File: src/rtl/step_pulse_gen.sv
// Multi-mode step-pulse generator: fixed walk/jog/run rates, a per-second hybrid
// rate profile or off, plus a 1 Hz tick and a saturating step counter.
module step_pulse_gen #(
    parameter int unsigned  CLK_HZ    = 100_000_000,
    parameter int unsigned  RATE0     = 32,
    parameter int unsigned  RATE1     = 64,
    parameter int unsigned  RATE2     = 128,
    parameter int unsigned  HYB_LEN   = 4,
    parameter logic [127:0] HYB_RATES = {8{16'd0}},
    parameter int unsigned  CNT_W     = 16
) (
    input  logic             clk100Mhz,
    input  logic             resetN,
    input  logic [1:0]       sw32,
    input  logic             enable,
    input  logic             hybridEn,
    output logic             stepPulse,
    output logic             secTick,
    output logic [CNT_W-1:0] stepCount,
    output logic [15:0]      activeRate
);

    localparam int unsigned PW = (CLK_HZ > 1) ? $clog2(CLK_HZ) : 1;
    localparam logic [PW-1:0] SEC_LAST = PW'(CLK_HZ - 1);

    // Periods are held as "last count" (PERIOD-1); a zero rate or a zero
    // quotient both collapse to PERIOD=1.
    function automatic logic [PW-1:0] period_last(input int unsigned rate);
        int unsigned p;
        p = (rate == 0) ? 1 : CLK_HZ / rate;
        if (p == 0) p = 1;
        return PW'(p - 1);
    endfunction

    function automatic logic [8*PW-1:0] hyb_last_table();
        logic [8*PW-1:0] t;
        t = '0;
        for (int k = 0; k < 8; k++)
            t[k*PW +: PW] = period_last(32'(HYB_RATES[16*k +: 16]));
        return t;
    endfunction

    function automatic logic [CNT_W-1:0] sat_inc(input logic [CNT_W-1:0] c);
        return (c == '1) ? c : c + 1'b1;
    endfunction

    localparam logic [PW-1:0]   LAST0    = period_last(RATE0);
    localparam logic [PW-1:0]   LAST1    = period_last(RATE1);
    localparam logic [PW-1:0]   LAST2    = period_last(RATE2);
    localparam logic [8*PW-1:0] HYB_LAST = hyb_last_table();
    localparam logic [2:0]      SEG_END  = 3'(HYB_LEN - 1);

    logic [1:0]    sw_p0;
    logic [1:0]    mode_q;
    logic [1:0]    mode_prev;
    logic [PW-1:0] period_cnt;
    logic [PW-1:0] sec_cnt;
    logic [2:0]    seg_idx;
    logic [15:0]   rate_sel;
    logic [PW-1:0] last_sel;
    logic          hyb_on;
    logic          mode_chg;
    logic          sec_done;
    logic          step_done;

    always_comb begin
        rate_sel = '0;
        last_sel = '0;
        hyb_on   = (mode_q == 2'd3) && hybridEn;
        case (mode_q)
            2'd0: begin rate_sel = 16'(RATE0); last_sel = LAST0; end
            2'd1: begin rate_sel = 16'(RATE1); last_sel = LAST1; end
            2'd2: begin rate_sel = 16'(RATE2); last_sel = LAST2; end
            default: begin
                if (hybridEn) begin
                    rate_sel = HYB_RATES[16*seg_idx +: 16];
                    last_sel = HYB_LAST[PW*seg_idx +: PW];
                end
            end
        endcase
        mode_chg  = (mode_q != mode_prev);
        sec_done  = (sec_cnt == SEC_LAST);
        step_done = (rate_sel != '0) && (period_cnt == last_sel);
    end

    always_ff @(posedge clk100Mhz or negedge resetN) begin
        if (!resetN) begin
            sw_p0      <= '0;
            mode_q     <= '0;
            mode_prev  <= '0;
            period_cnt <= '0;
            sec_cnt    <= '0;
            seg_idx    <= '0;
            stepCount  <= '0;
            stepPulse  <= 1'b0;
            secTick    <= 1'b0;
            activeRate <= '0;
        end else begin
            sw_p0      <= sw32;
            mode_q     <= sw_p0;
            mode_prev  <= mode_q;
            activeRate <= rate_sel;
            stepPulse  <= 1'b0;
            secTick    <= 1'b0;
            // A mode change restarts the profile from a clean second.
            if (mode_chg) begin
                period_cnt <= '0;
                sec_cnt    <= '0;
                seg_idx    <= '0;
            end else if (enable) begin
                stepPulse <= step_done;
                secTick   <= sec_done;
                sec_cnt   <= sec_done ? '0 : sec_cnt + 1'b1;
                if (step_done)
                    stepCount <= sat_inc(stepCount);
                if (hyb_on && sec_done) begin
                    period_cnt <= '0;
                    seg_idx    <= (seg_idx == SEG_END) ? '0 : seg_idx + 1'b1;
                end else if (step_done || rate_sel == '0) begin
                    period_cnt <= '0;
                end else begin
                    period_cnt <= period_cnt + 1'b1;
                end
            end
        end
    end

endmodule

File: config.mk
export PLATFORM = sky130hd
export DESIGN_NAME = step_pulse_gen
export DESIGN_NICKNAME = d
export VERILOG_FILES = /design/src/rtl/step_pulse_gen.sv
export SDC_FILE = /design/constraint.sdc
export NUM_CORES = 1
export LEC_CHECK = 0
export ABC_AREA = 1
export BUFFER_PORTS_ARGS = -buffer_cell sky130_fd_sc_hd__buf_2
export CAP_MARGIN = 5
export CELL_PAD_IN_SITES_DETAIL_PLACEMENT = 2
export CELL_PAD_IN_SITES_GLOBAL_PLACEMENT = 2
export CORE_UTILIZATION = 35
export DETAILED_ROUTE_END_ITERATION = 10
export PLACE_DENSITY_LB_ADDON = 0.08
export SETUP_SLACK_MARGIN = 0.4
export SLEW_MARGIN = 20
export SYNTH_ARGS = -nofsm -noshare
export SYNTH_HDL_FRONTEND = slang
export SYNTH_SLANG_ARGS = --single-unit
File: constraint.sdc
create_clock -name clk100Mhz -period 3.05 [get_ports clk100Mhz]
set_input_delay 0 -clock clk100Mhz [delete_from_list [all_inputs] [get_ports clk100Mhz]]
set_output_delay 0 -clock clk100Mhz [all_outputs]
set_load 0.01 [all_outputs]
==> impl_metrics.tcl, run 1 <==
set metrics [dict create \
    cts_max_level 3 \
    drt_iter0_markers 165 \
    gr-usage-met1_pct 29.77 \
    path_class "flip-flop to flip-flop" \
    status "finished, final reports clean" \
    post-route-cell-area_um2 6166 \
    synth_cell_types 40 \
    powerDensity_nw_per_um2 404.5 \
    period_share_pct 78.50 \
    grt_pass1_vias 5752 \
    cp_top_family "simple AND/OR/NAND/NOR gates" \
    syn_area_um2 5528 \
    globalRouteTotalUtil_pct 23.65 \
    slew_viol_final 0 \
    yosysTopAreaCell "dfrtp_1" \
    hpwl_um 13530 \
    grt_max_degree 64 \
    clkPwrFrac_pct 47.5 \
    hold_viol 0 \
    nets 823 \
    wirelength_um 17940 \
    critPathMaxStageDelay_ps 490 \
    tightest_slew_ps 874.7 \
    fin_worst_skew_ps 6.202 \
    synth_simple_gate_area_share_pct 40.20 \
    relSlewSlack_pct 41.69 \
    register_area_um2 2028 \
    critPathBufInv 2 \
    grt_pass1_wl_um 29950 \
    synthMuxAreaShare_pct 0 \
    fin_tns_setup_ps 0 \
    postPlaceCellArea_um2 5789 \
    vias 5182 \
    fmax_mhz 417.7 \
    antenna_found_initial 0 \
    root_buffer "clkbuf_16" \
    switchingPower_w 0.0006209 \
    synthAdderAreaFrac_pct 2.263 \
    ys_ff_latch 81 \
    ios 40 \
    synthTopCellsByArea "dfrtp_1 37%, nand2_1 16%, nor2_1 6.7%" \
    drc_errors 0 \
    power_frac_comb_pct 8.6 \
    synth_compound_area_share_pct 4.708 \
    synth_ff_type "dfrtp_1" \
    whs_endpoint "period_cnt[1]" \
    place.port_buffers 26 \
    dr.pass1.iters 4 \
    crit_path_start_kind "flip-flop" \
    cp_max_fo 12 \
    met2_usage_pct 42.08 \
    cts_tree "done" \
    grt-busiest-layer "met2" \
    fillCellCount 1882 \
    antenna_left 0 \
    async_flop_share_pct 100.0 \
    synth_cells 778 \
    clk_transition_reported_paths_ps 60 \
    synth_top_family_by_area "simple AND/OR/NAND/NOR gates" \
    clock_latency_ps 340 \
    finalWeightedCongestion 0.7891 \
    crit_path_end_kind "flip-flop" \
    worstReg2RegEnd "stepCount[14]" \
    final_common_cell "nand2_1" \
    routedWlPerCell_um 17.55 \
    path_depth 12 \
    coreArea_um2 15310 \
    overflow 0 \
    grt_use_met3_pct 4.466 \
    synth_edf_count 0 \
    fp.dieW_um 127.7 \
    holdCritPathClass "primary input to flip-flop" \
    critical_path_arrival_ps 2670 \
    die_area_um2 16300 \
    setup_viol 0 \
    syn_avg_cell_area_um2 7.105 \
    p_seq_share_pct 43.9 \
    start_util_pct 36.09 \
    crit_path_top_delay_cell "dfrtp_1" \
    cts_made_buffers 9 \
    syn_to_final_growth_pct 11.54 \
    rrSetupSlack_ps 660 \
    rsz0062_at_grt "false" \
    fp.dieH_um 127.7 \
    leakagePower_nw 2.912 \
    r2r_cells 12 \
    viasPerCell 5.070 \
    antenna_cells 0 \
    crit_top_cell "nand2_1" \
    post_cts_buffers 0 \
    rr_startpoint "mode_q[1]" \
    clk_path_buf_depth 2 \
    period_needed_ps 2394 \
    ys.warnings.count 0 \
    synth_top_area_share_pct 36.67 \
    drive_above_1_share_pct 10.11 \
    intPower_w 0.001873 \
    hold_depth 6 \
    ir_worst_vdd_uv 271.9 \
    worstHoldStart "hybridEn" \
    synth_xor_area_share_pct 5.727 \
    layout_common_cells "242 x nand2_1, 97 x nor2_1, 86 x inv_1, 80 x dfrtp_1, 59 x nand3_1" \
    path_cells "inv_1, ha_2, inv_1, nand2_1, nand2_1, nor2_1, nand2_1, nor2_2, nand3_4, nor2_4, nand3_1, nand2_1" \
    swShare_pct 24.90 \
    crit_required_ps 3330 \
    clkSinkCount 81 \
    cap_violations 0 \
    multi_input_area_um2 2999 \
    ys_seq_area_share_pct 36.67 \
    rows 45 \
]
## cell families (layout without fill, tap and decap cells)
group | after synthesis | after routing
AND/OR/NAND/NOR | 483 | 484
AO/OA/AOI/OAI | 46 | 46
flip-flops | 81 | 81
adder cells (fa/ha/maj) | 10 | 10
other | 1 | 13
XOR/XNOR | 34 | 34
buffers and inverters | 123 | 143
## worst register-to-register path, cell delays in order (launching register included)
cell     delay (ps)
dfrtp_1         490
inv_1           150
ha_2            360
inv_1            60
nand2_1          60
nand2_1          80
nor2_1          110
nand2_1          70
nor2_2          200
nand3_4         180
nor2_4          320
nand3_1         150
nand2_1         110
## how the worst max path moves through the flow
stage	from	endpoint	slack [ps]
6_report	mode_q[1]	stepCount[14]	660
5_1_grt	mode_q[1]	stepCount[2]	420
4_1_cts	mode_q[0]	stepCount[1]	440
3_5_place_dp	mode_q[1]	stepCount[1]	450
3_3_place_gp	mode_q[0]	stepCount[2]	610
2_1_floorplan	mode_q[0]	period_cnt[6]	910
## power by group through the flow
stage          Sequential [W]  Combinational, W  Clock [W]
2_1_floorplan         0.00111          0.000145          0
3_3_place_gp          0.00111          0.000202          0
3_5_place_dp          0.00112          0.000211          0
4_1_cts               0.00110          0.000217    0.00122
5_1_grt               0.00110          0.000241    0.00124
6_report              0.00110          0.000215    0.00118
## what timing repair did
action                                  4_1_cts  5_1_grt
hold buffers                                  4        0
endpoints found under the hold margin        64        0
endpoints found under the setup margin        0       26
resized for setup                             0        4
## registers in the layout, summed over array words and instances (netlist names)
signal and count:
stepPulse 1, mode_q 2, activeRate 3, sec_cnt 27, period_cnt 27, sw_p0 2, stepCount 16, secTick 1
mode_prev 2
## final cells by class
type                            instances  area share (%)
Tap cell                              211           4.282
Multi-Input combinational cell        587           48.64
Clock buffer                           12           3.998
Timing Repair Buffer                   34           3.287
Clock inverter                          3           1.055
Sequential cell                        81           32.89
Inverter                               94           5.844
## Yosys cell counts, drive strengths merged (2+ instances only)
cell,number
a21boi,2
a21oi,12
buf,28
dfrtp,81
ha,10
inv,94
nand2,246
nand3,68
nand3b,15
nand4,23
nor2,105
nor3,23
o21ai,20
o21bai,3
o22ai,7
xnor2,8
xor2,26
## through the flow
step / power, W / hold WS [ps] / setup slack (ps) / instances / utilization (%)
after global placement: 0.001316 / 110.3 / 607.8 / 1002 / 37.80
after CTS: 0.002531 / 264.8 / 437.7 / 1021 / 40.10
after detailed placement: 0.001326 / 109.4 / 454.9 / 1002 / 37.80
after global routing: 0.002582 / 296.7 / 423.4 / 1022 / 40.26
final: 0.002494 / 265.4 / 655.7 / 1022 / 40.26
after floorplan: 0.001258 / -295.6 / 909.2 / 790 / -
## per-layer routing
metal | part of all wire, % | vias up | wire length (µm)
met3 | 2.6 | 13 | 459
met5 | 0 | - | 0
met1 | 46 | 2617 | 8264
met2 | 50 | 57 | 9005
li1 | - | 2495 | -
met4 | 1.2 | 0 | 207
Power figures use the tool's default switching activity.
==> run 2: changes to the inputs <==
--- a/config.mk
+++ b/config.mk
@@ -5,12 +5,12 @@
 export SDC_FILE = /design/constraint.sdc
 export NUM_CORES = 1
 export LEC_CHECK = 0
-export ABC_AREA = 1
+export ABC_AREA = 0
 export BUFFER_PORTS_ARGS = -buffer_cell sky130_fd_sc_hd__buf_2
 export CAP_MARGIN = 5
 export CELL_PAD_IN_SITES_DETAIL_PLACEMENT = 2
 export CELL_PAD_IN_SITES_GLOBAL_PLACEMENT = 2
-export CORE_UTILIZATION = 35
+export CORE_UTILIZATION = 34
 export DETAILED_ROUTE_END_ITERATION = 10
 export PLACE_DENSITY_LB_ADDON = 0.08
 export SETUP_SLACK_MARGIN = 0.4
==> constraint.sdc (replaced) <==
create_clock -name clk100Mhz -period 2.01 [get_ports clk100Mhz]
set_input_delay 0 -clock clk100Mhz [delete_from_list [all_inputs] [get_ports clk100Mhz]]
set_output_delay 0 -clock clk100Mhz [all_outputs]
set_load 0.01 [all_outputs]
==> run 2 against run 1 <==
Net effect: the flow now finishes with violations (setup timing); worst hold slack got worse by 150 ps; fmax decreased by 15%; critical endpoint unchanged; first-iteration DRC count increased by 140%; final cell count decreased by 17%; critical path type unchanged; total power increased by 69%.
==> impl_metrics.tcl, run 2 <==
set metrics [dict create \
    status "complete, but fails checks" \
    violations "setup timing" \
    p_seq_share_pct 39.3 \
    fillCellCount 1217 \
    multi_input_area_um2 3318 \
    cp_max_fo 3 \
    power.total_w 0.004222 \
    fp.dieH_um 117.8 \
    rrSetupSlack_ps -800 \
    cap_violations 0 \
    globalRouteTotalUtil_pct 38.01 \
    ys_ff_latch 81 \
    fp.dieW_um 117.8 \
    holdCritPathClass "primary input to flip-flop" \
    vias 5574 \
    fin_worst_skew_ps 17.85 \
    clock_latency_ps 390 \
    syn_avg_cell_area_um2 9.367 \
    cts_tree "done" \
    yosysTopAreaCell "dfrtp_1" \
    critical_path_arrival_ps 3090 \
    rr_startpoint "mode_q[1]" \
    cts_max_level 3 \
    nets 683 \
    intPower_w 0.003037 \
    clk_path_buf_depth 2 \
    layout_common_cells "124 x buf_4, 79 x dfrtp_1, 39 x nand2_1, 33 x nand3_1, 27 x nand4_1" \
    coreArea_um2 12820 \
    synth_edf_count 0 \
    final_util_pct 59.11 \
    rows 41 \
    dpl.cell_count 777 \
    final_common_cell "buf_4" \
    worstReg2RegEnd "stepCount[14]" \
    register_area_um2 2029 \
    ios 40 \
    antenna_left 0 \
    hold_depth 4 \
    powerDensity_nw_per_um2 557.0 \
    fmax_mhz 355.7 \
    setup_viol 71 \
    path_class "flip-flop to flip-flop" \
    wirelength_um 31000 \
    tightest_slew_ps 624.5 \
    period_needed_ps 2811 \
    relSlewSlack_pct 57.98 \
    grt_max_degree 44 \
    synth.most_common_cell "dfrtp_1" \
    rsz0062_at_grt "true" \
    period_share_pct 139.9 \
    ir_worst_vdd_uv 712.5 \
    grt_pass1_wl_um 38580 \
    ys_seq_area_share_pct 44.43 \
    swShare_pct 28.07 \
    layout_setup_ws_ps -801.3 \
    clkPwrFrac_pct 46.1 \
    synth_cells 487 \
    synth_common_cells "81 x dfrtp_1, 47 x nand3_1, 44 x nand2_1, 43 x nor2_1, 27 x nand4_1" \
    async_flop_share_pct 100.0 \
    whs_endpoint "secTick" \
    antenna_found_initial 1 \
    overflow 0 \
    viasPerCell 6.596 \
    synthTopCellsByArea "dfrtp_1 44%, nand3_1 5.2%, xnor2_1 4.8%" \
    routedWlPerCell_um 36.69 \
    synth_cell_types 62 \
    grt_pass1_vias 5792 \
    worstHoldStart "enable" \
    crit_required_ps 2290 \
    dr.pass1.iters 7 \
    synth_top_area_share_pct 44.43 \
    clkSinkCount 81 \
    die_area_um2 13880 \
    r2r_cells 9 \
    finalWeightedCongestion 0.8062 \
    drive_above_1_share_pct 50.74 \
    pre_cts_ws_ps -514.8 \
    drt_iter0_markers 396 \
    drc_errors 0 \
    synth_ff_type "dfrtp_1" \
    syn_to_final_growth_pct 66.18 \
    reg_top3 "period_cnt: 27 flops, sec_cnt: 27 flops, stepCount: 16 flops" \
    cts_made_buffers 9 \
    root_buffer "clkbuf_16" \
    ys.warnings.count 0 \
    syn_area_um2 4562 \
    switchingPower_w 0.001185 \
    crit_path_end_kind "flip-flop" \
    power_frac_comb_pct 14.6 \
    clk_transition_reported_paths_ps 80 \
    slew_viol_final 0 \
    crit_path_start_kind "flip-flop" \
    leakagePower_nw 3.329 \
    hold_viol 0 \
    hpwl_um 12050 \
    fin_cells 845 \
    start_util_pct 35.57 \
    place.port_buffers 26 \
]
run 2: changes by cell type in the layout (fill, tap and decap cells not counted), sizes merged, moves of 13 or more:
cell    previous run  this run
or3                0        13
nand3b            15         1
nand2            246        45
nor2             106        43
nand3             68        47
xnor2              8        25
inv               94        12
xor2              26        12
buf               30       182
run 2: cell families (layout without fill, tap and decap cells):
logic type      count (synthesis)  after routing  share of synthesized area, %
mux                             7              7                         1.591
xor+xnor                       37             37                         7.104
buf+inv                        42            215                         4.827
fa+ha+maj                      10             10                         2.743
other cells                     1             14                       0.08220
compound gates                 65             65                         10.23
simple gates                  244            244                         28.99
flops                          81             81                         44.43
run 2: per-layer routing:
metal	GRT usage, %	routed length [µm]	share of wire (%)	vias up
met5	0	0	0	-
met4	24.84	2237	7.2	0
met3	6.347	2049	6.6	160
met2	64.08	15370	50	390
met1	44.56	11350	37	2897
li1	-	-	-	2127
run 2: worst max-delay path by stage:
stage	from	to	slack, ps
4_1_cts	mode_q[0]	stepCount[8]	-450
3_3_place_gp	mode_q[1]	stepCount[13]	-390
6_report	mode_q[1]	stepCount[14]	-800
5_1_grt	mode_q[0]	stepCount[5]	-880
3_5_place_dp	mode_q[0]	stepCount[13]	-510
2_1_floorplan	mode_q[0]	stepCount[14]	-360
run 2: layout make-up:
class | count | share of cell area (%)
Sequential cell | 81 | 26.77
Antenna cell | 1 | 0.03301
Inverter | 12 | 0.6272
Multi-Input combinational cell | 376 | 43.77
Timing Repair Buffer | 187 | 21.70
Clock buffer | 11 | 3.202
Tap cell | 172 | 2.839
Clock inverter | 5 | 1.056
run 2: power by group through the flow:
stage | Clock, W | Sequential, W | Combinational, W
finish | 0.00195 | 0.00166 | 0.000617
global route | 0.00199 | 0.00166 | 0.000625
CTS | 0.00186 | 0.00165 | 0.000469
detailed placement | 0 | 0.00168 | 0.000301
global placement | 0 | 0.00168 | 0.000288
floorplan | 0 | 0.00169 | 0.000159
run 2: repair_timing:
item,in CTS,in global routing
setup buffers,23,19
pin swaps,45,32
hold endpoints to repair,40,0
setup endpoints to repair,72,72
gates resized for setup,122,71
gates cloned,6,0
hold buffers,3,0
run 2: stage by stage:
| stage | TNS [ps] | area [µm²] | hold WS [ps] |
|---|---|---|---|
| after detailed placement | -16850 | 5798 | 31.43 |
| after global placement | -11830 | 5798 | 28.75 |
| after CTS | -14990 | 7056 | 18.32 |
| after floorplan | -7342 | 4801 | -295.6 |
| after global routing | -38050 | 7581 | 132.7 |
| final | -36470 | 7581 | 117.1 |
run 2: critical path: stages, from the launching register on:
cell and delay [ps]:
dfrtp_2 430, inv_4 70, ha_2 190, or3_4 370, a211oi_4 330, nand4_4 180
nor4b_4 450, buf_4 200, nand4_1 140, mux2_4 340
